**src/rtl/lsu_sram_master.sv**
```systemverilog
// rtl/lsu_sram_master.sv - single-outstanding load/store initiator for the SRAM data port
module lsu_sram_master #(
    parameter logic [31:0] SRAM_SIZE = 32'h0000_1000
) (
    input  logic        clk,
    input  logic        rst,
    input  logic        req_valid,
    output logic        req_ready,
    input  logic        req_write,
    input  logic [1:0]  req_size,
    input  logic        req_signed,
    input  logic [31:0] req_addr,
    input  logic [31:0] req_wdata,
    output logic        rsp_valid,
    output logic [31:0] rsp_rdata,
    output logic        rsp_fault,
    output logic [31:0] sram_addr,
    output logic [31:0] w_sram,
    output logic        w_sram_en,
    input  logic [31:0] r_sram
);

    typedef enum logic [1:0] {IDLE, RD, WR, RESP} state_t;

    state_t      state;
    logic [1:0]  addr_lo;
    logic [1:0]  size_q;
    logic        write_q;
    logic        signed_q;
    logic [15:0] wdata_q;

    // Word stores go straight to WR, so only the sub-word part of wdata is kept.
    logic [32:0] end_addr;
    logic        fault;

    always_comb begin
        end_addr = {1'b0, req_addr} + (33'd1 << req_size);
        fault    = (req_size == 2'b11)
                 | ((req_size == 2'b01) & req_addr[0])
                 | ((req_size == 2'b10) & (req_addr[1:0] != 2'b00))
                 | (end_addr > {1'b0, SRAM_SIZE});
    end

    function automatic logic [31:0] merge_word(input logic [31:0] word,
                                               input logic [15:0] wd,
                                               input logic [1:0]  lo,
                                               input logic        half);
        logic [31:0] w;
        w = word;
        if (half)
            w[{lo[1], 4'b0000} +: 16] = wd;
        else
            w[{lo, 3'b000} +: 8] = wd[7:0];
        return w;
    endfunction

    function automatic logic [31:0] extract(input logic [31:0] word,
                                            input logic [1:0]  lo,
                                            input logic [1:0]  size,
                                            input logic        sgn);
        logic [31:0] sh;
        logic [31:0] r;
        case (size)
            2'b00: begin
                sh = word >> {lo, 3'b000};
                r  = {{24{sgn & sh[7]}}, sh[7:0]};
            end
            2'b01: begin
                sh = word >> {lo[1], 4'b0000};
                r  = {{16{sgn & sh[15]}}, sh[15:0]};
            end
            default: begin
                sh = word;
                r  = word;
            end
        endcase
        return r;
    endfunction

    always_ff @(posedge clk or negedge rst) begin
        if (!rst) begin
            state     <= IDLE;
            addr_lo   <= 2'b00;
            size_q    <= 2'b00;
            write_q   <= 1'b0;
            signed_q  <= 1'b0;
            wdata_q   <= 16'h0;
            req_ready <= 1'b1;
            rsp_valid <= 1'b0;
            rsp_rdata <= 32'h0;
            rsp_fault <= 1'b0;
            sram_addr <= 32'h0;
            w_sram    <= 32'h0;
            w_sram_en <= 1'b0;
        end else begin
            rsp_valid <= 1'b0;
            w_sram    <= 32'h0;
            w_sram_en <= 1'b0;
            case (state)
                IDLE: begin
                    if (req_valid) begin
                        addr_lo   <= req_addr[1:0];
                        size_q    <= req_size;
                        write_q   <= req_write;
                        signed_q  <= req_signed;
                        wdata_q   <= req_wdata[15:0];
                        req_ready <= 1'b0;
                        rsp_rdata <= 32'h0;
                        if (fault) begin
                            state     <= RESP;
                            rsp_valid <= 1'b1;
                            rsp_fault <= 1'b1;
                        end else begin
                            rsp_fault <= 1'b0;
                            sram_addr <= {req_addr[31:2], 2'b00};
                            if (req_write && req_size == 2'b10) begin
                                state     <= WR;
                                w_sram    <= req_wdata;
                                w_sram_en <= 1'b1;
                            end else begin
                                state <= RD;
                            end
                        end
                    end
                end
                RD: begin
                    if (write_q) begin
                        state     <= WR;
                        w_sram    <= merge_word(r_sram, wdata_q, addr_lo, size_q[0]);
                        w_sram_en <= 1'b1;
                    end else begin
                        state     <= RESP;
                        rsp_valid <= 1'b1;
                        rsp_rdata <= extract(r_sram, addr_lo, size_q, signed_q);
                        sram_addr <= 32'h0;
                    end
                end
                WR: begin
                    state     <= RESP;
                    rsp_valid <= 1'b1;
                    sram_addr <= 32'h0;
                end
                RESP: begin
                    state     <= IDLE;
                    req_ready <= 1'b1;
                    rsp_rdata <= 32'h0;
                    rsp_fault <= 1'b0;
                end
                default: state <= IDLE;
            endcase
        end
    end

endmodule

```
**config.mk**
```make
export PLATFORM = sky130hd
export DESIGN_NAME = lsu_sram_master
export DESIGN_NICKNAME = d
export VERILOG_FILES = /design/src/rtl/lsu_sram_master.sv
export SDC_FILE = /design/constraint.sdc
export NUM_CORES = 1
export LEC_CHECK = 0
export BUFFER_PORTS_ARGS = -buffer_cell sky130_fd_sc_hd__buf_2
export CAP_MARGIN = 20
export CELL_PAD_IN_SITES_DETAIL_PLACEMENT = 1
export CELL_PAD_IN_SITES_GLOBAL_PLACEMENT = 2
export CORE_ASPECT_RATIO = 0.5
export CORE_UTILIZATION = 30
export CTS_BUF_LIST = sky130_fd_sc_hd__clkbuf_8 sky130_fd_sc_hd__clkbuf_16
export DETAILED_ROUTE_END_ITERATION = 16
export PLACE_DENSITY = 0.77
export SYNTH_ARGS = -nofsm -noshare
export SYNTH_HDL_FRONTEND = slang
export SYNTH_SLANG_ARGS = --single-unit
```
**constraint.sdc**
```tcl
create_clock -name clk -period 8.5 [get_ports clk]
set_clock_uncertainty 0.15 [all_clocks]
set_input_delay 1.275 -clock clk [delete_from_list [all_inputs] [get_ports clk]]
set_output_delay 1.275 -clock clk [all_outputs]
set_load 0.005 [all_outputs]
```
### Yosys cells after proc, flatten, opt, wreduce, memory -nomap -nowiden

Cells that the tools add are included.

| storage, ports and cells | value |
|---|---|
| bits in registers | 124 |
| input bits | 103 |

| cells by class | value |
|---|---|
| add/subtract/negate cells | 3 |
| $lt $le $gt $ge | 1 |
| equality and inequality tests | 10 |
| shift operators | 7 |
| muxes and demuxes | 34 |
| bitwise gates (word level) | 7 |
| reductions and logical operators | 11 |

Operators by type and width:

| operator | number |
|---|---|
| $mux 32 | 10 |
| $pmux 32 s3 | 2 |
| $pmux 32 s2 | 2 |
| $bwmux 32 | 2 |
| $add 32x33->33 | 1 |
| $gt 33x13->1 const B | 1 |
| $shl 1x2->33 const A | 1 |
| $shift 16x7->32 const A | 1 |
| $shift 8x7->32 const A | 1 |
| $shiftx 16x7->32 | 1 |
| $shiftx 8x7->32 | 1 |
| $shr 32x5->16 | 1 |
| $shr 32x5->8 | 1 |
| $neg 5->7 | 2 |
| $mux 1 | 10 |
| $eq 2x2->1 const B | 4 |
| $pmux 2 s4 | 1 |
| $eq 2x1->1 const B | 3 |
| $mux 2 | 3 |
| $ne 2x2->1 const B | 3 |
| $pmux 1 s2 | 3 |
| $reduce_bool 3->1 | 2 |
| $and 1x1->1 | 4 |
| $logic_not 2->1 | 2 |
| 7 further kinds | 11 |

### Logic depth before layout (Yosys ltp)

| depth | value |
|---|---|
| word-level depth | 8 |
| gate-level depth with buffers | 14 |
| gate-level depth less buffers | 12 |

### Least setup slack after synthesis

Ideal clock, no wire load.

| path | value |
|---|---|
| path type | input -> register |
| start | in req_size[1] |
| end | reg w_sram[10] |
| library setup time | 0.068 ns |
| arrival time | 3.905 ns |
| data required time | 8.282 ns |
| slack | 4.377 ns |
| cell stages on the path | 14 |
| buffers on the path | 2 |
| cell sequence | nor2_1 -> ha_1 -> inv_1 -> fa_1 -> nand2b_1 -> a21o_1 -> nor4_1 -> xor2_1 -> a211o_1 -> a211o_1 -> buf_6 -> nor3_4 -> buf_6 -> a32o_1 |

| between the ends | value |
|---|---|
| cells in the longest elaborated chain, start to end | 8 |
| elaborated cells on any way between the ends | 16 |
| classes of those cells | add/sub: 1; order compare: 1; eq/ne: 3; shift: 1; mux: 4; bitwise: 5; reduce/logical: 1 |

Ends and longest elaborated chain:

| what | line | source |
|---|---|---|
| start, declared | 10 | `input logic [1:0] req_size,` |
| parallel branches: the longest is 5 deep, another holds $add 32x33->33 | -- |  |
| $mux 32 * | 109 | `if (fault) begin` |
| $mux 32 * | 101 | `if (req_valid) begin` |
| $pmux 32 s2 * | 99 | `case (state)` |
| end signal, assigned | 118 | `w_sram <= req_wdata;` |
| end signal, assigned | 129 | `w_sram <= merge_word(r_sram, wdata_q, addr_lo, size_q[0]);` |
| end, declared | 18 | `output logic [31:0] w_sram,` |

Every way passes the cells marked *.
A chain may end at the register's enable or synchronous reset.

### Final worst setup path

| path | value |
|---|---|
| start | in req_size[1] |
| end | reg sram_addr[28] |

| between the ends | value |
|---|---|
| cells in the longest elaborated chain, start to end | 7 |
| elaborated cells on any way between the ends | 13 |
| classes of those cells | add/sub: 1; order compare: 1; eq/ne: 4; shift: 1; bitwise: 5; reduce/logical: 1 |

Ends and longest elaborated chain:

| what | line | source |
|---|---|---|
| parallel branches: the longest is 4 deep, another holds $add 32x33->33 | -- |  |
| $or 1x1->1 * | 41 | `\| (end_addr > {1'b0, SRAM_SIZE});` |
| $ne 2x2->1 (no source line) * | -- |  |
| $reduce_and 4->1 (no source line) * | -- |  |
| end signal, assigned | 115 | `sram_addr <= {req_addr[31:2], 2'b00};` |
| end, declared | 17 | `output logic [31:0] sram_addr,` |

Marks and branches as above.

==> run metrics <==
status=complete, no violations; NumNets Final=1,038; mean post-synth cell area=about 9.6 µm²; complex-gate fraction of the synthesized area=0.262; placed cells=roughly 1,200; crit path buf inv count=1; crit start category=input pin; row count=39; reg2reg start=state[1]; Synth Area in XOR/XNOR=0.00850; CP max stage cell=o21ai_2; arrival time at the worst endpoint=about 4.9 ns; simple-gate area share of the yosys netlist=0.136; first-pass GRT wire length=40.6 mm; number of placed I/O pins=between 200 and 250; Max Cap Violations=0; die area=24,700 µm²; Distinct cells, synth=between 60 and 70; Placer Congestion=around 0.80; top_reg_cell synth=dfrtp_1; initial antenna violation count=0; Synth Warn #=0; adder-cell share of the synthesized area=0.0253; Fmax=209 MHz; Finished Layout Cells=around 1,200; Starting Density=0.311; # resized after CTS=0; Horiz. Die Dim=between 200 and 250 µm; ANT cells=0; worst-margin pin slew=1.11 ns; vias per cell=5.55; Storage cell area=between 3000 and 4000 µm²; CTS buffer count=17; mapped cell area=roughly 7200 µm²; Req. time, crit path=around 8.6 ns; DP Wirelength=18.9 mm; Post-Syn Instances=about 750; setup violation total in the final timing report=0; HP Class=flop to flop; GR Util All Layers=0.211; Leak=~4.3 nW; crit-path max FO=19; largest family of logic cells by synthesized area=compound AO/OA/AOI/OAI gates; sequential area share after synthesis=0.423; layout cells sized above 1=0.300; wire per inst=20.8 µm; first-pass detailed-route iteration total=5; CTS Sinks=122; mux cell area share after synthesis=0.0921; Synth Register Bits=around 120; Residual DRC=0; fin crit share=0.563; Antenna Violating Nets Remaining=0; Max stage delay on crit path=~0.72 ns; H-tree depth=4; vias in the first global route=~6,800; Synth-to-Final Area Change=24.9%; largest net degree at the start of global routing=80; CTS root buf=clkbuf_16; area of the multi-input gates=~3800 µm²; hold_buf cts=0; Reg clk slew, reported paths=0.06 ns; clock latency at the later pin of the worst-skew pair=roughly 0.42 ns; Slew Viols, Final=0; fillcell total=~2,700; Clock Tree Buf Depth=2; Critical Path Start=req_size[1]; CTS tree=built; 1st-iter DRT viols=between 500 and 600; RSZ-0062 raised after global routing=false; Post-synth EDFFs=0; hold wc startpoint=rsp_rdata[16]; Power Density=approximately 310 nW/µm²; setup TNS=0 ns; height of the die=112 µm; Routed WL=between 20 and 30 mm; Max-slew headroom=0.253; VDD IR max=0.176 mV; crit path cell chain=buf_2 > nor2b_1 > ha_1 > o21ai_0 > o21bai_1 > nand2_1 > a211o_1 > a22oi_2 > nand3b_1 > o21ai_2 > a21boi_0; CORE AREA=between 20,000 and 25,000 µm²; Final min period=between 4 and 5 ns; Remaining Overflow, GRT=0; # Post-CTS Setup Buffers=0; Fin. Hold Viols=0; Port Buffers=200; async set-reset flop share out of synthesis=1.00; via count=about 7,000; Setup crit end kind=flop; top cell family by delay on the critical path=compound AO/OA/AOI/OAI gates; Setup CP Type=input pin to flop
## kinds of logic after synthesis
logic type	Yosys count
multiplexers	60
buffers and inverters	83
adder cells (fa/ha/maj)	14
XOR/XNOR	7
other	1
AO/OA/AOI/OAI	264
AND/OR/NAND/NOR	202
flip-flops	122
## per-stage QoR
| stage | setup WS, ns | hold WS (ns) | power, mW | util | cell area (µm²) |
|---|---|---|---|---|---|
| 3_5_place_dp | 3.28 | 0.306 | 2.10 | 0.361 | 8390 |
| 3_3_place_gp | 3.45 | 0.296 | 2.07 | 0.361 | 8390 |
| 4_1_cts | 3.71 | 0.318 | 2.85 | 0.387 | 8980 |
| 5_1_grt | 3.35 | 0.350 | 3.03 | 0.388 | 9010 |
| 2_1_floorplan | 4.38 | 0.313 | 1.67 | - | 7220 |
| 6_report | 3.71 | 0.309 | 2.83 | 0.388 | 9010 |
## registers in the layout (all words and copies together) (netlist names), 2 cells and up
signal     count
addr_lo        2
rsp_rdata     32
size_q         2
sram_addr     30
state          2
w_sram        32
wdata_q       16
## final timing paths
path | to | slack [ns] | depth (start not counted)
max | sram_addr[28] | 3.71 | 11
min | rsp_rdata[16] | 0.31 | 2
max reg2reg | sram_addr[28] | 4.70 | 7
min reg2reg | rsp_rdata[16] | 0.31 | 2
max in group asynchronous | wdata_q[12] | 6.46 | 3
min in group asynchronous | sram_addr[6] | 0.70 | 1
## metal layers
metal	part of all wire	global-route usage	vias up	routed length, µm
met2	0.48	0.347	158	12500
met5	0	0	-	0
li1	-	-	3201	-
met3	0.034	0.0311	22	892
met4	0.011	0.0494	0	278
met1	0.47	0.292	3504	12200
## cells in the mapped netlist (all sizes together) (13+ instances only)
cell | instances | share of area
a21boi | 21 | 0.022
a21oi | 46 | 0.032
a221oi | 32 | 0.039
a32o | 32 | 0.044
buf | 16 | 0.017
clkbuf | 46 | 0.024
dfrtp | 121 | 0.42
ha | 13 | 0.023
inv | 19 | 0.0099
mux2 | 21 | 0.033
mux2i | 36 | 0.050
nand2 | 97 | 0.051
nand3 | 23 | 0.016
nor2 | 19 | 0.0099
nor3 | 13 | 0.011
o211ai | 13 | 0.014
o21ai | 58 | 0.041
o221ai | 16 | 0.019
## cell type report
class	instances	share of cell area
multi-input combinational	549	0.422
sequential	122	0.339
timing repair buffer	210	0.122
clock buffer	20	0.0518
tap	307	0.0426
clock inverter	12	0.0139
inverter	21	0.00875
## tightest hold or removal path, cell delays in order (launching register included)
cell and delay (ns):
dfrtp_1 0.33, nand2_1 0.05, nand2_1 0.05
## report_power, final
part / leakage, nW / switching, mW / total [mW] / internal (mW)
clock: 0.287 / 0.280 / 0.733 / 0.452
combinational: 2.35 / 0.770 / 1.21 / 0.444
sequential: 1.63 / 0.141 / 0.886 / 0.745
## cells in the final DEF (no fill, tap or decap), types with 10 or more instances in the layout
cell and count:
mux2i_1 36, clkbuf_16 17, a221oi_1 32, a32o_1 32, nand3_1 23, o211ai_1 13
inv_1 21, ha_1 13, nand2_1 96, dfrtp_1 119, buf_2 199, o221ai_1 16
nor2_1 19, mux2_2 21, nor3_1 12, o21ai_0 56, a21oi_1 45, a21boi_0 21
buf_4 10
(Power assumes the default switching activity.)
